File: src/rtl/cpu_pkg.sv
// Shared CPU-side definitions for the memory responder: mode encodings,
// bus widths and the responder FSM state type.
package cpu_pkg;

    localparam int DATA_W = 8;
    localparam int ADDR_W = 16;

    localparam logic [1:0] CPU_IDLE  = 2'b00;
    localparam logic [1:0] CPU_IN    = 2'b01;
    localparam logic [1:0] CPU_CHECK = 2'b10;
    localparam logic [1:0] CPU_RUN   = 2'b11;

    typedef enum logic [2:0] {
        S_IDLE,
        S_LOAD,
        S_FULL,
        S_CHK,
        S_CHKDONE,
        S_RUN
    } state_t;

    // State entered when the CPU switches into the given mode.
    function automatic state_t state_for(input logic [1:0] cs);
        state_t st;
        case (cs)
            CPU_IN:    st = S_LOAD;
            CPU_CHECK: st = S_CHK;
            CPU_RUN:   st = S_RUN;
            default:   st = S_IDLE;
        endcase
        return st;
    endfunction

endpackage

File: src/rtl/mem_responder_if.sv
// CPU bus, program-load stream, readback stream and status signals of the
// memory responder; slave is the responder side, master the CPU/host side.
interface mem_responder_if #(parameter int AW = 8);
    import cpu_pkg::*;

    logic [1:0]        cpu_state;
    logic [ADDR_W-1:0] addr;
    logic [DATA_W-1:0] bus_in;
    logic [DATA_W-1:0] bus_out;
    logic              mem_read;
    logic              mem2bus;
    logic              mem_write;
    logic              bus2mem;
    logic [DATA_W-1:0] load_data;
    logic              load_valid;
    logic              load_ready;
    logic [DATA_W-1:0] chk_data;
    logic [AW-1:0]     chk_addr;
    logic              chk_valid;
    logic              chk_ready;
    logic [AW:0]       ld_count;
    logic              load_full;
    logic              addr_err;
    logic              proto_err;

    modport slave (
        input  cpu_state, addr, bus_in, mem_read, mem2bus, mem_write, bus2mem,
               load_data, load_valid, chk_ready,
        output bus_out, load_ready, chk_data, chk_addr, chk_valid,
               ld_count, load_full, addr_err, proto_err
    );

    modport master (
        output cpu_state, addr, bus_in, mem_read, mem2bus, mem_write, bus2mem,
               load_data, load_valid, chk_ready,
        input  bus_out, load_ready, chk_data, chk_addr, chk_valid,
               ld_count, load_full, addr_err, proto_err
    );

endinterface

File: src/rtl/cpu_ram.sv
// Byte-wide storage: one asynchronous read port, one synchronous write port.
// Contents are deliberately not reset.
module cpu_ram
    import cpu_pkg::*;
#(
    parameter int AW = 8
) (
    input  logic              clk,
    input  logic              we,
    input  logic [AW-1:0]     waddr,
    input  logic [DATA_W-1:0] wdata,
    input  logic [AW-1:0]     raddr,
    output logic [DATA_W-1:0] rdata
);

    logic [DATA_W-1:0] mem [2**AW];

    always_ff @(posedge clk) begin
        if (we) begin
            mem[waddr] <= wdata;
        end
    end

    assign rdata = mem[raddr];

endmodule

File: src/rtl/mem_responder.sv
// Memory responder: loads a program byte stream, streams it back for
// checking, then serves CPU reads/writes in RUN mode with error flags.
module mem_responder
    import cpu_pkg::*;
#(
    parameter int AW = 8
) (
    input  logic          clk,
    input  logic          reset,
    mem_responder_if.slave bus
);

    state_t            state, state_nxt;
    logic [1:0]        prev_state;
    logic [AW-1:0]     ld_ptr;
    logic [AW:0]       ld_count, ld_count_inc;
    logic [AW:0]       chk_ptr;
    logic [DATA_W-1:0] chk_data;
    logic [AW-1:0]     chk_addr;
    logic              chk_valid;
    logic              addr_err, proto_err;

    logic              mode_change;
    logic              load_fire;
    logic              chk_fetch, chk_more;
    logic              in_range;
    logic              run_rd, run_wr;
    logic              ram_we;
    logic [AW-1:0]     ram_waddr, ram_raddr;
    logic [DATA_W-1:0] ram_wdata, ram_rdata;

    assign mode_change  = (bus.cpu_state != prev_state);
    assign ld_count_inc = ld_count + (AW+1)'(1);
    assign load_fire    = (state == S_LOAD) && bus.load_valid && !mode_change;
    // chk_ptr points at the next byte to fetch, so it runs one ahead of chk_addr.
    assign chk_fetch    = (state == S_CHK) && (!chk_valid || bus.chk_ready);
    assign chk_more     = (chk_ptr < ld_count);
    assign in_range     = ((bus.addr >> AW) == '0);
    assign run_rd       = (state == S_RUN) && bus.mem_read;
    assign run_wr       = (state == S_RUN) && bus.mem_write;

    assign ram_we    = load_fire || (run_wr && bus.bus2mem && in_range);
    assign ram_waddr = (state == S_LOAD) ? ld_ptr : bus.addr[AW-1:0];
    assign ram_wdata = (state == S_LOAD) ? bus.load_data : bus.bus_in;
    assign ram_raddr = (state == S_CHK) ? chk_ptr[AW-1:0] : bus.addr[AW-1:0];

    cpu_ram #(.AW(AW)) u_ram (
        .clk   (clk),
        .we    (ram_we),
        .waddr (ram_waddr),
        .wdata (ram_wdata),
        .raddr (ram_raddr),
        .rdata (ram_rdata)
    );

    always_ff @(posedge clk or negedge reset) begin
        if (!reset) begin
            state      <= S_IDLE;
            prev_state <= CPU_IDLE;
        end else begin
            state      <= state_nxt;
            prev_state <= bus.cpu_state;
        end
    end

    always_comb begin
        state_nxt = state;
        if (mode_change) begin
            state_nxt = state_for(bus.cpu_state);
        end else begin
            case (state)
                S_LOAD:  if (load_fire && ld_count_inc[AW]) state_nxt = S_FULL;
                S_CHK:   if (chk_fetch && !chk_more) state_nxt = S_CHKDONE;
                default: state_nxt = state;
            endcase
        end
    end

    always_ff @(posedge clk or negedge reset) begin
        if (!reset) begin
            ld_ptr    <= '0;
            ld_count  <= '0;
            chk_ptr   <= '0;
            chk_data  <= '0;
            chk_addr  <= '0;
            chk_valid <= 1'b0;
            addr_err  <= 1'b0;
            proto_err <= 1'b0;
        end else begin
            if (run_rd || run_wr) begin
                if (!in_range)        addr_err  <= 1'b1;
                if (run_rd && run_wr) proto_err <= 1'b1;
            end
            // Mode entry comes last so its flag clear wins over a same-edge set.
            if (mode_change) begin
                chk_valid <= 1'b0;
                if (bus.cpu_state == CPU_IN) begin
                    ld_ptr    <= '0;
                    ld_count  <= '0;
                    addr_err  <= 1'b0;
                    proto_err <= 1'b0;
                end
                if (bus.cpu_state == CPU_CHECK) begin
                    chk_ptr <= '0;
                end
            end else begin
                if (load_fire) begin
                    ld_ptr   <= ld_ptr + AW'(1);
                    ld_count <= ld_count_inc;
                end
                if (chk_fetch) begin
                    if (chk_more) begin
                        chk_valid <= 1'b1;
                        chk_data  <= ram_rdata;
                        chk_addr  <= chk_ptr[AW-1:0];
                        chk_ptr   <= chk_ptr + (AW+1)'(1);
                    end else begin
                        chk_valid <= 1'b0;
                    end
                end
            end
        end
    end

    assign bus.bus_out    = (run_rd && bus.mem2bus && in_range && !bus.mem_write) ? ram_rdata : '0;
    assign bus.load_ready = (state == S_LOAD) && !mode_change;
    assign bus.load_full  = ld_count[AW];
    assign bus.ld_count   = ld_count;
    assign bus.chk_data   = chk_data;
    assign bus.chk_addr   = chk_addr;
    assign bus.chk_valid  = chk_valid;
    assign bus.addr_err   = addr_err;
    assign bus.proto_err  = proto_err;

endmodule

File: src/flat_wrapper.sv
// flat-port wrapper written by rule: the top's interface ports become plain ports
module mem_responder_flat import cpu_pkg::*;
#(
    parameter int AW = 8
)
  (clk, reset, bus_cpu_state, bus_addr, bus_bus_in, bus_mem_read, bus_mem2bus, bus_mem_write, bus_bus2mem, bus_load_data, bus_load_valid, bus_chk_ready, bus_bus_out, bus_load_ready, bus_chk_data, bus_chk_addr, bus_chk_valid, bus_ld_count, bus_load_full, bus_addr_err, bus_proto_err);
  mem_responder_if #(.AW(AW)) bus_i ();
  input  logic clk;
  input  logic reset;
  input wire logic [$bits(bus_i.cpu_state)-1:0] bus_cpu_state;
  input wire logic [$bits(bus_i.addr)-1:0] bus_addr;
  input wire logic [$bits(bus_i.bus_in)-1:0] bus_bus_in;
  input wire logic [$bits(bus_i.mem_read)-1:0] bus_mem_read;
  input wire logic [$bits(bus_i.mem2bus)-1:0] bus_mem2bus;
  input wire logic [$bits(bus_i.mem_write)-1:0] bus_mem_write;
  input wire logic [$bits(bus_i.bus2mem)-1:0] bus_bus2mem;
  input wire logic [$bits(bus_i.load_data)-1:0] bus_load_data;
  input wire logic [$bits(bus_i.load_valid)-1:0] bus_load_valid;
  input wire logic [$bits(bus_i.chk_ready)-1:0] bus_chk_ready;
  output wire logic [$bits(bus_i.bus_out)-1:0] bus_bus_out;
  output wire logic [$bits(bus_i.load_ready)-1:0] bus_load_ready;
  output wire logic [$bits(bus_i.chk_data)-1:0] bus_chk_data;
  output wire logic [$bits(bus_i.chk_addr)-1:0] bus_chk_addr;
  output wire logic [$bits(bus_i.chk_valid)-1:0] bus_chk_valid;
  output wire logic [$bits(bus_i.ld_count)-1:0] bus_ld_count;
  output wire logic [$bits(bus_i.load_full)-1:0] bus_load_full;
  output wire logic [$bits(bus_i.addr_err)-1:0] bus_addr_err;
  output wire logic [$bits(bus_i.proto_err)-1:0] bus_proto_err;
  assign bus_i.cpu_state = bus_cpu_state;
  assign bus_i.addr = bus_addr;
  assign bus_i.bus_in = bus_bus_in;
  assign bus_i.mem_read = bus_mem_read;
  assign bus_i.mem2bus = bus_mem2bus;
  assign bus_i.mem_write = bus_mem_write;
  assign bus_i.bus2mem = bus_bus2mem;
  assign bus_i.load_data = bus_load_data;
  assign bus_i.load_valid = bus_load_valid;
  assign bus_i.chk_ready = bus_chk_ready;
  assign bus_bus_out = bus_i.bus_out;
  assign bus_load_ready = bus_i.load_ready;
  assign bus_chk_data = bus_i.chk_data;
  assign bus_chk_addr = bus_i.chk_addr;
  assign bus_chk_valid = bus_i.chk_valid;
  assign bus_ld_count = bus_i.ld_count;
  assign bus_load_full = bus_i.load_full;
  assign bus_addr_err = bus_i.addr_err;
  assign bus_proto_err = bus_i.proto_err;
  mem_responder #(.AW(AW)) u_core (.clk(clk), .reset(reset), .bus(bus_i));
endmodule
File: config.mk
export PLATFORM = sky130hd
export DESIGN_NAME = mem_responder_flat
export DESIGN_NICKNAME = d
export VERILOG_FILES = /design/src/rtl/cpu_pkg.sv /design/src/rtl/mem_responder_if.sv /design/src/rtl/cpu_ram.sv /design/src/rtl/mem_responder.sv /design/src/flat_wrapper.sv
export SDC_FILE = /design/constraint.sdc
export NUM_CORES = 2
export LEC_CHECK = 0
export CORE_MARGIN = 2
export CORE_UTILIZATION = 66
export DETAILED_ROUTE_END_ITERATION = 16
export PLACE_DENSITY = 0.8
export SLEW_MARGIN = 20
export SYNTH_ARGS = -nofsm -noshare
export SYNTH_HDL_FRONTEND = slang
export SYNTH_SLANG_ARGS = --single-unit
File: constraint.sdc
create_clock -name clk -period 9.1 [get_ports clk]
set_input_delay 1.365 -clock clk [delete_from_list [all_inputs] [get_ports clk]]
set_output_delay 1.365 -clock clk [all_outputs]
set_load 0.01 [all_outputs]
==> results.txt <==
----------------------------------------------------
[Final layout]
  Share of final-layout standard cells stronger than drive strength 1 ... 0.0962
  Final standard cell area without fillers ... 0.0932 mm^2
  Number of filler cells placed in the layout ... 7207
  Number of nets at the end of the flow ... 5966
  Layout overhead on the synthesized area ... 10.6%

[Placement]
  Worst setup timing slack at the placement stage ... 1.07 ns
  Detailed placement HPWL ... 133000 um
  Dpl cell area ... roughly 0.087 mm^2
  Weighted congestion at the end of routability-driven global placement ... 0.898
  IO buf count ... slightly below 80

[Clock tree]
  CTS H-Tree Depth ... 4
  Clock latency of the later-clocked register in the worst-skew pair ... ~0.83 ns
  Post-CTS Setup Inserts ... 0
  Number of hold buffers added after cts ... 0
  Clock tree from TritonCTS ... done
  Clk sink count ... 2098
  Number of instances resized during post-cts repair ... 0
  Number of buffers between clock root and the deepest sink ... 3
  Root cell of the clock tree ... clkbuf_16
  Clock-pin transition on the worst setup and hold timing paths ... 0.06 ns
  Clock buffers created by TritonCTS ... 194

[Drt]
  Number of DRC violations after detailed routing ... 0
  Detailed-routing iteration count for the pre-antenna-repair pass ... 8
  Routed via count ... approximately 53k
  Mean number of vias per cell ... 6.89
  Number of DRC violations after detailed-routing iteration 0 ... 9427
  Post-route antenna net violation count ... 0
  Routed length per placed instance ... approximately 30 um
  Wire length after detailed routing ... around 230000 um

[STA]
  Final Hold Viols ... 0
  Fin worst setup slack ... around 0.96 ns
  Clock Skew ... 0.0273 ns
  Measured slew at the worst slew-check pin ... 1.26 ns
  Minimum hold slack ... 0.484 ns
  Minimum clock period ... approximately 8.1 ns
  Final setup vio count ... 0
  Post-route clock period utilization ... 0.895
  Aggregate negative setup slack ... 0 ns
  Worst slew margin relative to its limit ... 0.159
  Setup repair after global routing missed its margin ... no
  Final count of pins violating max slew ... 0
  Top achievable clock speed ... 0.123 GHz

[Synth]
  Synthesized instance count ... slightly below 6k
  Top cell type by total area after synthesis ... edfxtp_1
  Fraction of registers with async set or reset after synthesis ... 0.0238
  Most used flip-flop cell after synthesis ... edfxtp_1
  Mean area per synthesized cell ... 14.3 um^2
  Area share of the largest cell type after synthesis ... 0.730
  Count of warnings emitted by yosys ... 0
  Main area contributors after synthesis ... edfxtp_1 73%, nand2_1 5.8%, nand3_1 4.2%, mux2i_1 3.3%, mux4_2 2.8%
  Count of flip-flops with a built-in enable after synthesis ... 2048
  Nets in the synthesized netlist ... 5922
  Number of distinct library cells after synthesis ... 76
  Number of storage elements in the synthesis netlist ... 2098
  Share of the yosys chip area belonging to registers ... 0.745
  Summed instance area of the synthesized netlist ... 0.0842 mm^2

[Floorplan]
  Row cnt ... roughly 130
  Die Outline Area ... 0.130 mm^2
  Floorplan core area ... 0.127 mm^2
  Width of the chip ... 361 um
  Effective utilization at floorplan ... 0.663
  Top-Level Pins ... 80
  Chip Height ... 361 um

[Setup path]
  Kind of capture point of the worst setup path ... primary output
  Arrival time at the worst endpoint ... about 6.8 ns
  Largest fanout of any net on the critical path ... 38
  Required time worst endpoint ... around 7.7 ns
  Worst setup path category ... input port to primary output
  Kind of start point of the critical path ... input port

[Run status]
  Status ... complete, no violations

[GRT]
  Overflow after GRT ... 0
  Number of global-route vias before repair ... 51.2k
  Antenna violations before repair ... 9
  Global-route wire length before repair ... 335000 um
  Global-route usage over all layers ... 0.350
  Maximum number of pins on one net before global-route repair ... about 130

[Power and ir drop]
  VDD IR max ... 0.156 mV
  Areal power density over the cells ... approximately 230 mW/mm^2
  P_leak ... approximately 31 nW

[Job]
  Max-cap violations ... 0

[Worst hold path]
  Worst min path class ... flip-flop to flip-flop

----------------------------------------------------
-- Yosys cell counts (all sizes together) (5+ instances only) --
| library cell | instances |
|---|---|
| a211oi | 24 |
| a21o | 9 |
| a21oi | 124 |
| a221oi | 14 |
| a22oi | 29 |
| a311oi | 13 |
| a31oi | 76 |
| a32o | 5 |
| a32oi | 34 |
| and3 | 12 |
| buf | 236 |
| clkbuf | 131 |
| dfrtp | 50 |
| edfxtp | 2048 |
| ha | 11 |
| inv | 19 |
| mux2 | 28 |
| mux2i | 278 |
| mux4 | 105 |
| nand2 | 1298 |
| nand2b | 13 |
| nand3 | 702 |
| nand3b | 11 |
| nand4 | 34 |
| nor2 | 313 |
| nor2b | 8 |
| nor3 | 19 |
| nor3b | 5 |
| nor4 | 8 |
| o2111ai | 8 |
| o211ai | 6 |
| o21ai | 57 |
| o221ai | 32 |
| o31ai | 17 |
| or3 | 17 |
| xnor2 | 9 |
| xor2 | 9 |
-- routing by layer --
metal | GRT usage | vias to the layer above | wire (um)
li1 | - | 22085 | -
met2 | 0.531 | 4430 | 105000
met1 | 0.470 | 25988 | 78700
met4 | 0.177 | 8 | 13000
met3 | 0.0998 | 811 | 32600
met5 | 0 | - | 59
-- area by class of cell --
type	instances	area [um^2]	share of cell area
inverters	19	71.3	0.000765
repair buffers	215	2130	0.0228
diodes	5	12.5	0.000134
multi-input cells	3385	19900	0.214
clock inverters	124	1160	0.0125
well taps	1662	2080	0.0223
flip-flops and latches	2098	62800	0.673
clock buffers	230	5050	0.0542
-- cell families after synthesis --
kind of cell    synth area share
compound gates            0.0392
mux                       0.0651
simple gates               0.125
fa+ha+maj                0.00163
xor+xnor                 0.00187
buf+inv                   0.0220
flops                      0.745
-- worst max-delay path: stages --
cell,delay (ns)
clkdlybuf4s50_1,0.81
a21oi_4,0.43
buf_12,0.33
buf_4,0.36
mux4_2,0.55
a221o_1,0.37
o21ai_0,0.13
nand4_1,0.35
nor4_1,0.95
buf_4,0.24
a41oi_1,0.10
nor2b_1,0.24
clkdlybuf4s50_1,0.47
-- cell usage in the layout (no fill, tap or decap), types with 9 or more instances in the layout --
cell,n
o221ai_1,32
mux2_8,9
nor3_1,14
clkinv_1,48
nand2_1,1291
a211oi_1,22
or3_1,17
o31ai_1,16
clkinv_2,38
mux4_2,105
mux2_2,18
clkdlybuf4s50_1,78
dfrtp_1,50
clkbuf_16,197
nand2b_1,13
and3_1,12
xor2_1,9
a221oi_1,14
nand3b_1,10
ha_1,11
buf_12,24
xnor2_1,9
a21oi_1,123
clkbuf_1,33
nor2_1,305
a311oi_1,13
inv_1,19
nand4_1,34
o21ai_0,53
a31oi_1,76
nand3_1,702
buf_4,111
edfxtp_1,2048
bufinv_16,20
a32oi_1,34
a22oi_1,29
mux2i_1,274
-- worst paths after layout --
kind,start,to,slack [ns],cells past startpoint
min in group asynchronous,reset,u_core.bus.chk_addr[2]$_DFFE_PN0P_,0.65,2
hold reg to reg,u_core.bus.chk_addr[7]$_DFFE_PN0P_,u_core.bus.chk_addr[7]$_DFFE_PN0P_,0.48,2
hold / removal,u_core.bus.chk_addr[7]$_DFFE_PN0P_,u_core.bus.chk_addr[7]$_DFFE_PN0P_,0.48,2
max in group asynchronous,reset,u_core.bus.chk_data[0]$_DFFE_PN0P_,8.02,2
setup / recovery,bus_addr[0],bus_bus_out[5],0.96,13
setup reg to reg,u_core.state[2]$_DFFE_PN0P_,u_core.bus.chk_data[5]$_DFFE_PN0P_,3.57,10
-- state kept, by name, summed over array words and instances, names as in the netlist --
| name | count |
|---|---|
| u_core.bus.ld_count | 9 |
| u_core.bus.chk_data | 8 |
| u_core.bus.chk_valid | 1 |
| u_core.ld_ptr | 8 |
| u_core.bus.proto_err | 1 |
| u_core.u_ram.mem | 2048 |
| u_core.bus.addr_err | 1 |
| u_core.chk_ptr | 9 |
| u_core.prev_state | 2 |
| u_core.state | 3 |
| u_core.bus.chk_addr | 8 |
-- report_power, final --
part	internal (mW)	switching, mW
Combinational	0.580	1.61
Clock	4.52	3.51
Sequential	10.9	0.0203
-- stage by stage --
step                 util  std cells  power, mW
CTS                 0.733       7733       21.1
global route        0.733       7733       21.6
finish              0.733       7738       21.2
global placement    0.684       7378       13.2
floorplan               -       5869       12.4
detailed placement  0.684       7379       13.3
(Power assumes the default switching activity.)
==> edit (same settings) <==
`DATA_W`: 8 -> 6.
--- a/src/rtl/cpu_pkg.sv
+++ b/src/rtl/cpu_pkg.sv
@@ -2,7 +2,7 @@
 // bus widths and the responder FSM state type.
 package cpu_pkg;
 
-    localparam int DATA_W = 8;
+    localparam int DATA_W = 6;
     localparam int ADDR_W = 16;
 
     localparam logic [1:0] CPU_IDLE  = 2'b00;
Ports: changed (resized bus_bus_in, bus_bus_out, bus_chk_data and bus_load_data); port bits go from 80 to 72. The function was not compared with the original's and may differ.
==> edit against the original RTL <==
- total power decreased by 24%
- setup slack better by 110 ps
- worst hold slack got worse by 4.2 ps
- count of clock-buffer cells in the layout is 29 lower
- synthesized area is 23% lower
- wire length decreased by 23%
- sequential cell count shrank 514
- critical path depth decreased by 3
- first-iteration DRC count decreased by 21%
- synthesized cell count shrank 20%
- clock power is 22% lower
- cell count fell by 21%
- design area down 23%
- critical path type is now reg -> out
- critical endpoint is now bus_bus_out[2]
==> edit: results (changes against the original RTL) <==
- The count of non-CTS buffers in the layout came to 158 (was 215).
- Clock net sink count: 1,584 (was 2,098)
* Fraction of area in multi-input gates: 22.73% (was 21.38%)
- The distinct cell type count after synthesis was 68 (was 76).
* Most common library cells after synthesis: 1,536 x edfxtp_1, 921 x nand2_1, 398 x mux2i_1 (was 2,048 x edfxtp_1, 1,298 x nand2_1, 702 x nand3_1)
* Largest registers: u_core.u_ram.mem (1536), u_core.bus.ld_count (9), u_core.chk_ptr (9) (was u_core.u_ram.mem (2048), u_core.bus.ld_count (9), u_core.chk_ptr (9))
* DR vias: 42,324 (was 53,322)
* Placement Cell Area: 0.06677 mm2 (was 0.08693 mm2)
* XOR/XNOR Fraction of Synth Area: 0.2022% (was 0.1872%)
- The number of inserted filler cells in the final layout was 5,865 (was 7,207).
- The number of signal-net inverters in the final layout came to 18 (was 19).
* Portion of netlist area occupied by mux cells: 7.024% (was 6.511%)
- Number of antenna repair diodes: 3 (was 5)
- The clock distribution area overhead in the final layout was 6.809% (was 6.670%).
- The startpoint of the worst hold path is u_core.bus.chk_addr[2] (was u_core.bus.chk_addr[7]).
- The adder-cell share of the synthesized area is 0.2118% (was 0.1634%).
* EDFF count, synth: 1,536 (was 2,048)
- The total clock buffers created by CTS came to 155 (was 194).
- Reg-to-Reg End: u_core.bus.chk_data[2] (was u_core.bus.chk_data[5])
- Insertion delay to the later sink of the worst-skew pair: 770 ps (was 830 ps)
- Setup crit end: bus_bus_out[2] (was bus_bus_out[5])
- Register area: 0.04733 mm2 (was 0.06275 mm2)
- CP max stage delay: 930 ps (was 950 ps)
- The global-route wire length before repair was 258,100 um (was 334,700 um).
- The part of the Yosys area used for sequential elements is 72.83% (was 74.52%).
- Critical path peak fanout: 47 (was 38)
* Global-route total usage across every layer: 34.63% (was 34.99%)
- Leading post-synthesis cells by cell area: edfxtp_1 71%, mux2i_1 6.1%, nand2_1 5.3%, nand3_1 2.6%, nor2_1 1.9% (was edfxtp_1 73%, nand2_1 5.8%, nand3_1 4.2%, mux2i_1 3.3%, mux4_2 2.8%).
* Count of buffers from port buffering: 71 (was 79)
* Net count after synthesis: 4,739 (was 5,922)
- The proportion of register bits with asynchronous set or reset after synthesis is 3.030% (was 2.383%).
* Number of nets in the finished design: 4,753 (was 5,966)
* Worst R2R Setup Slack: 3420 ps (was 3570 ps)
- Power per cell area: 223.6 mW/mm2 (was 227.3 mW/mm2)
* Data arrival time of the critical path: 6660 ps (was 6780 ps)
- Vias in the first global route: 40,064 (was 51,207)
- The post-synthesis average cell area came to 13.86 um2 (was 14.35 um2).
* Status: finished clean (unchanged)
- The kind of cell adding the most delay to the critical path is compound AO/OA/AOI/OAI gates (was buffers and inverters).
- The fraction of the mapped netlist area in compound gates is 5.214% (was 3.921%).
* Sequential logic power: 8.25 mW (was 11.0 mW)
* Worst max-slew margin expressed relative to the limit: 18.44% (was 15.86%)
- Wire length after detailed routing: 177,300 um (was 229,100 um)
* Maximum number of pins on one net before global-route repair: 147 (was 128)
edit: changes by cell type in the layout (fill, tap and decap cells not counted), sizes merged, moves of 41 or more:
cell	before	now
mux4	105	11
buf	137	88
edfxtp	2048	1536
mux2i	278	399
nand3	702	338
o22ai	4	45
nand2	1298	921
edit: per-stage QoR:
step	std cells	power, mW	hold slack, ps	setup WS [ps]	utilization, %
6_report	6119	16.03	480.2	1073	73.16
5_1_grt	6116	16.35	525.2	943.4	73.15
4_1_cts	6115	15.97	480.9	1195	73.12
3_5_place_dp	5833	9.846	467.2	1718	68.14
3_3_place_gp	5833	9.809	463.6	1751	68.14
2_1_floorplan	4690	9.295	495.2	4324	-
edit: metal layers:
layer	wire, um	part of all wire [%]	track usage (%)	up-vias
met1	62720	35	47.38	20633
met3	24880	14	9.292	593
li1	-	-	-	17606
met4	9452	5.3	16.93	2
met5	12	0.0068	0	-
met2	80220	45	52.19	3490
